**config.mk**
```make
export PLATFORM = sky130hd
export DESIGN_NAME = ttt_board_ctrl
export DESIGN_NICKNAME = d
export VERILOG_FILES = /design/src/rtl/ttt_board_ctrl.sv
export SDC_FILE = /design/constraint.sdc
export NUM_CORES = 1
export LEC_CHECK = 0
export ABC_AREA = 1
export CORE_ASPECT_RATIO = 0.8
export CORE_MARGIN = 5
export CORE_UTILIZATION = 49
export CTS_BUF_LIST = sky130_fd_sc_hd__clkbuf_4
export CTS_CLUSTER_DIAMETER = 150
export DETAILED_ROUTE_END_ITERATION = 12
export PLACE_DENSITY = 0.81
export SKIP_LAST_GASP = 1
export SYNTH_ARGS = -nofsm -noshare
export SYNTH_HDL_FRONTEND = slang
export SYNTH_SLANG_ARGS = --single-unit
```
**constraint.sdc**
```tcl
create_clock -name clock -period 2.1 [get_ports clock]
set_input_delay 0.21 -clock clock [delete_from_list [all_inputs] [get_ports clock]]
set_output_delay 0.21 -clock clock [all_outputs]
set_load 0.01 [all_outputs]
```
**src/rtl/ttt_board_ctrl.sv**
```systemverilog
// ttt_board_ctrl
// Turn-sequencing board register for the tic-tac-toe datapath. Accepts and
// validates player and computer moves, holds the 9-cell board (2 bits per
// cell, row-major), presents it to the winner-detection stage, and uses that
// stage's win/who answer to decide whether the game continues, is won or is
// drawn.
//
// Ports:
//   clock        - system clock, everything on the rising edge
//   reset_n      - synchronous active-low reset
//   new_game     - pulse: clear the board and restart at the player's turn
//   play         - pulse: player move request to cell player_pos
//   player_pos   - player target cell index (0..8 legal)
//   pc_play      - pulse: computer move request to cell pc_pos
//   pc_pos       - computer target cell index (0..8 legal)
//   win, who     - from winner detection, combinational on the board
//   board        - cell k at bits [2k+1:2k]; 00 empty, 01 player, 10 computer
//   turn         - 0 player to move, 1 computer to move
//   move_count   - moves committed this game (0..9)
//   illegal_move - one-cycle pulse after a rejected move
//   game_over    - high once the game is decided
//   winner       - winning code latched from who, 00 when no win
//   draw         - high when the board filled with no win
module ttt_board_ctrl #(
  parameter int         N_CELLS       = 9,
  parameter logic [1:0] PLAYER_CODE   = 2'b01,
  parameter logic [1:0] COMPUTER_CODE = 2'b10
) (
  input  logic                   clock,
  input  logic                   reset_n,
  input  logic                   new_game,
  input  logic                   play,
  input  logic [3:0]             player_pos,
  input  logic                   pc_play,
  input  logic [3:0]             pc_pos,
  input  logic                   win,
  input  logic [1:0]             who,
  output logic [2*N_CELLS-1:0]   board,
  output logic                   turn,
  output logic [3:0]             move_count,
  output logic                   illegal_move,
  output logic                   game_over,
  output logic [1:0]             winner,
  output logic                   draw
);

  localparam int         BOARD_W   = 2 * N_CELLS;
  localparam logic [3:0] FULL_MOVES = 4'(N_CELLS);

  typedef enum logic [1:0] {
    PLAYER_TURN   = 2'd0,
    COMPUTER_TURN = 2'd1,
    CHECK         = 2'd2,
    GAME_OVER     = 2'd3
  } state_t;

  state_t               state_q, state_d;
  logic [BOARD_W-1:0]   board_q, board_d;
  logic                 turn_q, turn_d;
  logic [3:0]           move_count_q, move_count_d;
  logic                 illegal_q, illegal_d;
  logic                 game_over_q, game_over_d;
  logic [1:0]           winner_q, winner_d;
  logic                 draw_q, draw_d;

  // Signals describing the move request that is live in the current state.
  logic                 req_valid;
  logic [3:0]           req_pos;
  logic [1:0]           req_code;
  logic                 req_legal;
  logic [1:0]           req_cell;

  // Read the current contents of a cell; an index past the board reads as
  // non-empty so it is naturally rejected.
  function automatic logic [1:0] cell_at(input logic [BOARD_W-1:0] b,
                                         input logic [3:0]         idx);
    logic [1:0] c;
    c = 2'b11;
    for (int k = 0; k < N_CELLS; k++) begin
      if (idx == 4'(k)) c = b[2*k +: 2];
    end
    return c;
  endfunction

  // Return the board with one cell overwritten by the given code.
  function automatic logic [BOARD_W-1:0] set_cell(input logic [BOARD_W-1:0] b,
                                                  input logic [3:0]         idx,
                                                  input logic [1:0]         code);
    logic [BOARD_W-1:0] r;
    r = b;
    for (int k = 0; k < N_CELLS; k++) begin
      if (idx == 4'(k)) r[2*k +: 2] = code;
    end
    return r;
  endfunction

  // Select which request matters in this state: the player's in PLAYER_TURN,
  // the computer's in COMPUTER_TURN, none elsewhere (requests are dropped).
  always_comb begin
    req_valid = 1'b0;
    req_pos   = player_pos;
    req_code  = PLAYER_CODE;
    case (state_q)
      PLAYER_TURN: begin
        req_valid = play;
        req_pos   = player_pos;
        req_code  = PLAYER_CODE;
      end
      COMPUTER_TURN: begin
        req_valid = pc_play;
        req_pos   = pc_pos;
        req_code  = COMPUTER_CODE;
      end
      default: begin
        req_valid = 1'b0;
      end
    endcase
    req_cell  = cell_at(board_q, req_pos);
    req_legal = (req_pos < FULL_MOVES) && (req_cell == 2'b00);
  end

  // Next-state and output logic. CHECK lasts exactly one cycle and relies on
  // win/who already reflecting the board committed on the previous edge.
  always_comb begin
    state_d      = state_q;
    board_d      = board_q;
    turn_d       = turn_q;
    move_count_d = move_count_q;
    illegal_d    = 1'b0;
    game_over_d  = game_over_q;
    winner_d     = winner_q;
    draw_d       = draw_q;

    case (state_q)
      PLAYER_TURN, COMPUTER_TURN: begin
        if (req_valid) begin
          if (req_legal) begin
            board_d = set_cell(board_q, req_pos, req_code);
            if (move_count_q < FULL_MOVES) move_count_d = move_count_q + 4'd1;
            state_d = CHECK;
          end else begin
            illegal_d = 1'b1;
          end
        end
      end
      CHECK: begin
        if (win) begin
          winner_d    = who;
          game_over_d = 1'b1;
          state_d     = GAME_OVER;
        end else if (move_count_q == FULL_MOVES) begin
          draw_d      = 1'b1;
          game_over_d = 1'b1;
          state_d     = GAME_OVER;
        end else begin
          turn_d  = ~turn_q;
          state_d = turn_d ? COMPUTER_TURN : PLAYER_TURN;
        end
      end
      GAME_OVER: begin
        state_d = GAME_OVER;
      end
      default: begin
        state_d = PLAYER_TURN;
      end
    endcase

    // A new game overrides any move request arriving in the same cycle.
    if (new_game) begin
      state_d      = PLAYER_TURN;
      board_d      = '0;
      turn_d       = 1'b0;
      move_count_d = 4'd0;
      illegal_d    = 1'b0;
      game_over_d  = 1'b0;
      winner_d     = 2'b00;
      draw_d       = 1'b0;
    end
  end

  // State register with synchronous active-low reset.
  always_ff @(posedge clock) begin
    if (!reset_n) begin
      state_q      <= PLAYER_TURN;
      board_q      <= '0;
      turn_q       <= 1'b0;
      move_count_q <= 4'd0;
      illegal_q    <= 1'b0;
      game_over_q  <= 1'b0;
      winner_q     <= 2'b00;
      draw_q       <= 1'b0;
    end else begin
      state_q      <= state_d;
      board_q      <= board_d;
      turn_q       <= turn_d;
      move_count_q <= move_count_d;
      illegal_q    <= illegal_d;
      game_over_q  <= game_over_d;
      winner_q     <= winner_d;
      draw_q       <= draw_d;
    end
  end

  assign board        = board_q;
  assign turn         = turn_q;
  assign move_count   = move_count_q;
  assign illegal_move = illegal_q;
  assign game_over    = game_over_q;
  assign winner       = winner_q;
  assign draw         = draw_q;

endmodule

```
Yosys cells after proc, flatten, opt, wreduce, memory -nomap -nowiden --
Cells that the tools add are included.
Operators by class: $add $sub $neg 1, magnitude comparators 2, eq/ne operators 14, muxes and demuxes 21, bitwise logic cells 6, reductions and logical operators 23
Operators by type and width (count):
- $reduce_and A4 Y1 | 10
- $mux W2 | 14
- $eq A4 B3 Y1 const B | 4
- $eq A4 B2 Y1 const B | 2
- $eq A4 B4 Y1 const B | 2
- $lt A4 B4 Y1 const B | 2
- $not A1 Y1 | 6
- $pmux W2 S3 | 1
- $reduce_and A2 Y1 | 3
- $reduce_and A3 Y1 | 2
- $add A4 B1 Y4 const B | 1
- $eq A2 B2 Y1 const B | 2
- $eq A4 B1 Y1 const B | 1
- $logic_not A2 Y1 | 2
- $logic_not A4 Y1 | 1
- $mux W1 | 4
- $mux W4 | 1
- $ne A2 B2 Y1 const B | 2
- $reduce_or A2 Y1 | 2
- $reduce_or A4 Y1 | 1
- $eq A2 B1 Y1 const B | 1
- $pmux W1 S2 | 1
- $reduce_bool A2 Y1 | 1
- $logic_and A1 B1 Y1 | 1
Word-level totals: bits in registers 30, input bits 16, output and inout port bits 28, logic and storage cells 83

Depth between registers and ports, before layout --
Gate-level depths: netlist (run 1).
word-level depth 17, gate-level depth with buffers 19, gate-level depth less buffers 18

Worst setup path after synthesis (run 1) --
OpenSTA, ideal clock, no wires.
path type flip-flop to flip-flop, start register state_q[0], end register board_q[4] (netlist: board[4]), library setup time 134 ps, arrival 1698 ps, required time 1966 ps, setup slack 269 ps, stages on the path, launching flop included 19, path buffers 3, clock period less this slack 1831 ps, cells stage by stage dfxtp_1 buf_4 nand2_4 buf_6 nand2_2 nand2_2 inv_4 nand2_2 nor2_4 inv_2 nand2_1 inv_1 nand2_1 nand2_1 nand2_2 nand4_4 buf_4 nand4_1 a21oi_1
On the way: cells in the longest elaborated chain, start to end 15, elaborated cells between the ends (all ways) 28, those cells by class 1 x order compare; 9 x eq/ne; 12 x mux; 6 x reduce/logical
Ends and longest elaborated chain:
- from (decl) | line 57 | state_t state_q, state_d;
- from (signal assigned) | line 193 | state_q <= state_d;
- $eq A2 B1 Y1 | line 103, 134
- $mux W4 | line 103 | case (state_q)
- $logic_not A4 Y1 | line 80 | if (idx == 4'(k)) c = b[2*k +: 2];
- $mux W2 (9 in series) | line 80
- $logic_not A2 Y1 | line 119 | req_legal = (req_pos < FULL_MOVES) && (req_cell == 2'b00);
- $logic_and A1 B1 Y1 | line 119
- $reduce_and A4 Y1 (no line)
- to (signal assigned) | line 194 | board_q <= board_d;
- to (decl) | line 58 | logic [BOARD_W-1:0] board_q, board_d;
Parallel ways exist; a longest one is shown, timed or not. A chain may end at the register's enable or synchronous reset.

Final worst setup path (run 1) --
start register state_q[0], end register move_count_q[2] (netlist: move_count[2])
On the way: cells in the longest elaborated chain, start to end 15, elaborated cells between the ends (all ways) 27, those cells by class 1 x order compare; 9 x eq/ne; 11 x mux; 6 x reduce/logical
Ends and longest elaborated chain:
- $eq A2 B1 Y1 | line 103, 134
- $mux W4 | line 103
- $logic_not A4 Y1 | line 80
- $mux W2 (9 in series) | line 80
- $logic_not A2 Y1 | line 119
- $logic_and A1 B1 Y1 | line 119
- $reduce_and A4 Y1 (no line) (*)
- to (signal assigned) | line 196 | move_count_q <= move_count_d;
- to (decl) | line 60 | logic [3:0] move_count_q, move_count_d;
Every way passes the cells marked *; elsewhere a longest branch is shown, timed or not.

==> run_results.csv, run 1 <==
group,metric,value,unit
clock_network,cts.path.max_buffers,2,
clock_network,cts_buffers,5,
clock_network,clock-sinks,30,
sta,final_max_slew_viol_count,0,
detailed_routing,finalWirelength,4020,um
worst_setup_path,start_kind,"flip-flop",
global_route,grtUsageTotal,0.198,
clock_network,cts_tree,"yes",
cells_and_area,drive_gt1_frac,0.208,
synth,synth_top_area_share,0.374,
placed_design,port_buffers,43,
power,leakage,0.881,nW
die,design.core.area,0.00311,mm2
synth,synth.most_common_cell,"nand2_1",
synth,ys_top_cells_by_area,"dfxtp_1, nand2_1, a21oi_1",
die,dieArea,0.00453,mm2
sta,relSlewSlack,0.784,
power,power,0.00114,W
sta,rsz0062_at_grt,"true",
clock_network,cts_hold_buf,0,
synth,ys.flop_type,"dfxtp_1",
clock_network,post_cts_buffers,0,
global_route,overflow,0,
cells_and_area,fillers,278,
worst_setup_path,max_stage_delay,0.38,ns
placed_design,dpl_cell_area,0.00217,mm2
sta,fin_crit,1.95,ns
detailed_routing,drc,0,
worst_setup_path,end_kind,"flip-flop",
worst_setup_path,crit_chain,"buf_4, nand3_1, nand2_4, nor2_4, inv_2, nor2_4, inv_2, nand2_1, inv_1, nand2_1, nand2_1, nand2_2, nand4_4, nand3_1, nand2_1, a21oi_1",
worst_setup_path,cp.required,2.37,ns
die,num_rows,18,
die,die_h,61.2,um
cells_and_area,insertedDiodeCount,0,
clock_network,cts_root_buf,"clkbuf_4",
worst_setup_path,critPathBufInv,4,
synth,syn_nets,243,
cells_and_area,syn_to_final_growth,42.1,%
global_route,antenna_found_initial,0,
global_route,grt_pass1_vias,1559,
die,initial_core_util,0.517,
worst_setup_path,critical_path_class,"reg2reg",
synth,synthTopCellsByCount,"nand2_1, inv_1, dfxtp_1",
placed_design,gp_congestion,0.925,
worst_setup_path,crit_family,"simple AND/OR/NAND/NOR gates",
sta,finalHoldViolations,0,
synth,yosys.cell_types.count,28,
die,die_x,74.0,um
power,pwr_density_cell,498,mW/mm2
placed_design,hpwl,3020,um
detailed_routing,postRouteAntennaNets,0,
global_route,grt_pass1_wl,6770,um
detailed_routing,drt_pass1_iterations,4,
detailed_routing,drt-initial-drc-count,101,
detailed_routing,vias,1626,
sta,finalSetupViolCount,0,
worst_setup_path,critPathMaxFanout,6,
sta,finClkSkew,0.00978,ns
synth,synth-seq-area-share,0.374,
sta,fin_crit_sh,0.930,
worst_setup_path,critical_path_arrival,2.22,ns
detailed_routing,via_per_inst,5.03,
worst_hold_path,min-delay-path-class,"in2reg",
global_route,grt_max_degree,19,
cells_and_area,final_nets,301,
sta,fmax,512,MHz
synth,syn-cell-area,0.00161,mm2
synth,ys_ff_latch,30,
clock_network,cts_htree_levels,2,
clock_network,clk_transition_reported_paths,0.10,ns
sta,tightest_slew,0.323,ns
clock_network,clk-insertion-delay-late,0.33,ns
cells_and_area,fin_util,0.734,
synth,synth-edff-count,0,
power,max-vdd-ir-drop,0.374,mV
synth,avgSynthCellArea,7.17,um2
die,io_pins,44,
worst_setup_path,cpMostUsedCell,"nand2_1",
synth,synthCells,224,
cells_and_area,stdcell_area,0.00228,mm2
worst_setup_path,crit_slowest_cell,"dfxtp_4",
job,cap_violations,0,
synth,yosysWarnings,0,
synth,yosysTopAreaCell,"dfxtp_1",
detailed_routing,wl_per_cell,12.4,um
run_status,status,"finished clean",
synth,async_flop_share,0,
## worst paths after layout
kind	startpoint	to	slack, ns	cells after the start
worst max-delay path	state_q[0]	move_count[2]	0.15	16
worst min-delay path	who[1]	winner[1]	0.45	3
worst max register to register	state_q[0]	move_count[2]	0.15	16
worst min register to register	winner[0]	winner[0]	0.47	2
## layer usage
| metal | up-vias | global-route usage | wire (um) |
|---|---|---|---|
| met2 | 47 | 0.337 | 1850 |
| met1 | 729 | 0.232 | 1820 |
| met4 | 0 | 0.0853 | 53 |
| met5 | - | 0 | 0 |
| met3 | 8 | 0.0636 | 299 |
| li1 | 842 | - | - |
## placed cells by master (no fill, tap or decap), types with 2 or more instances in the layout
| cell type | count |
|---|---|
| nor2_4 | 6 |
| inv_2 | 5 |
| nand2_4 | 5 |
| clkdlybuf4s50_1 | 43 |
| nand2_1 | 30 |
| nor2_1 | 20 |
| nand3_1 | 18 |
| nand4_1 | 16 |
| o21ai_0 | 3 |
| nand2_2 | 9 |
| inv_4 | 2 |
| dfxtp_1 | 28 |
| inv_1 | 31 |
| ha_1 | 3 |
| buf_4 | 15 |
| clkbuf_4 | 6 |
| nand4_2 | 2 |
| a21oi_1 | 25 |
## worst min-delay path: stages
cell and delay (ns):
clkdlybuf4s50_1 0.39, nand3_1 0.08, a21oi_1 0.06
## cell type report
class                   instances  area, um2  share of cell area
clock buffers                   6       45.0              0.0197
clock inverters                 2       8.76             0.00384
inverters                      38        148              0.0647
multi-input cells             147        846               0.371
flip-flops and latches         30        606               0.265
well taps                      40       50.0              0.0219
repair buffers                 60        578               0.253
## kinds of logic (layout without fill, tap and decap cells)
group	Yosys count	count (layout)	share of synthesized area
AND/OR/NAND/NOR	112	112	0.370
buffers and inverters	47	106	0.127
AO/OA/AOI/OAI	31	31	0.0998
flip-flops	30	30	0.374
adder cells (fa/ha/maj)	3	3	0.0234
XOR/XNOR	1	1	0.00546
## flip-flops by register name, indices dropped and copies added, names as in the netlist
signal,flops
draw,1
move_count,4
illegal_move,1
turn,1
game_over,1
board,18
state_q,2
winner,2
## power by group
part | leakage, nW | internal, W | total, W | switching, W
Combinational | 0.605 | 0.0000990 | 0.000223 | 0.000124
Clock | 0.0331 | 0.000138 | 0.000335 | 0.000197
Sequential | 0.243 | 0.000573 | 0.000578 | 0.00000469
## repair_timing
action                                  in CTS  in global routing
pin swaps                                    0                  4
endpoints found under the setup margin       7                 24
gates resized for setup                      1                 17
## stage by stage
stage	setup WS [ns]	instances	hold slack, ns	TNS, ns
final	0.147	323	0.447	0
after global routing	-0.0161	323	0.449	-0.0280
after CTS	0.0470	323	0.434	0
after detailed placement	-0.0386	315	0.454	-0.151
after global placement	0.0187	315	0.451	0
after floorplan	0.269	224	0.375	0
Note: power is estimated with default switching activity, not from simulation.
==> run 2: changes to the inputs <==
--- a/config.mk
+++ b/config.mk
@@ -10,7 +10,7 @@
 export CORE_MARGIN = 5
 export CORE_UTILIZATION = 49
 export CTS_BUF_LIST = sky130_fd_sc_hd__clkbuf_4
-export CTS_CLUSTER_DIAMETER = 150
+export CTS_CLUSTER_DIAMETER = 200
 export DETAILED_ROUTE_END_ITERATION = 12
 export PLACE_DENSITY = 0.81
 export SKIP_LAST_GASP = 1
==> results of run 2 <==
Final layout, timing and power as in run 1 (identical DEF).
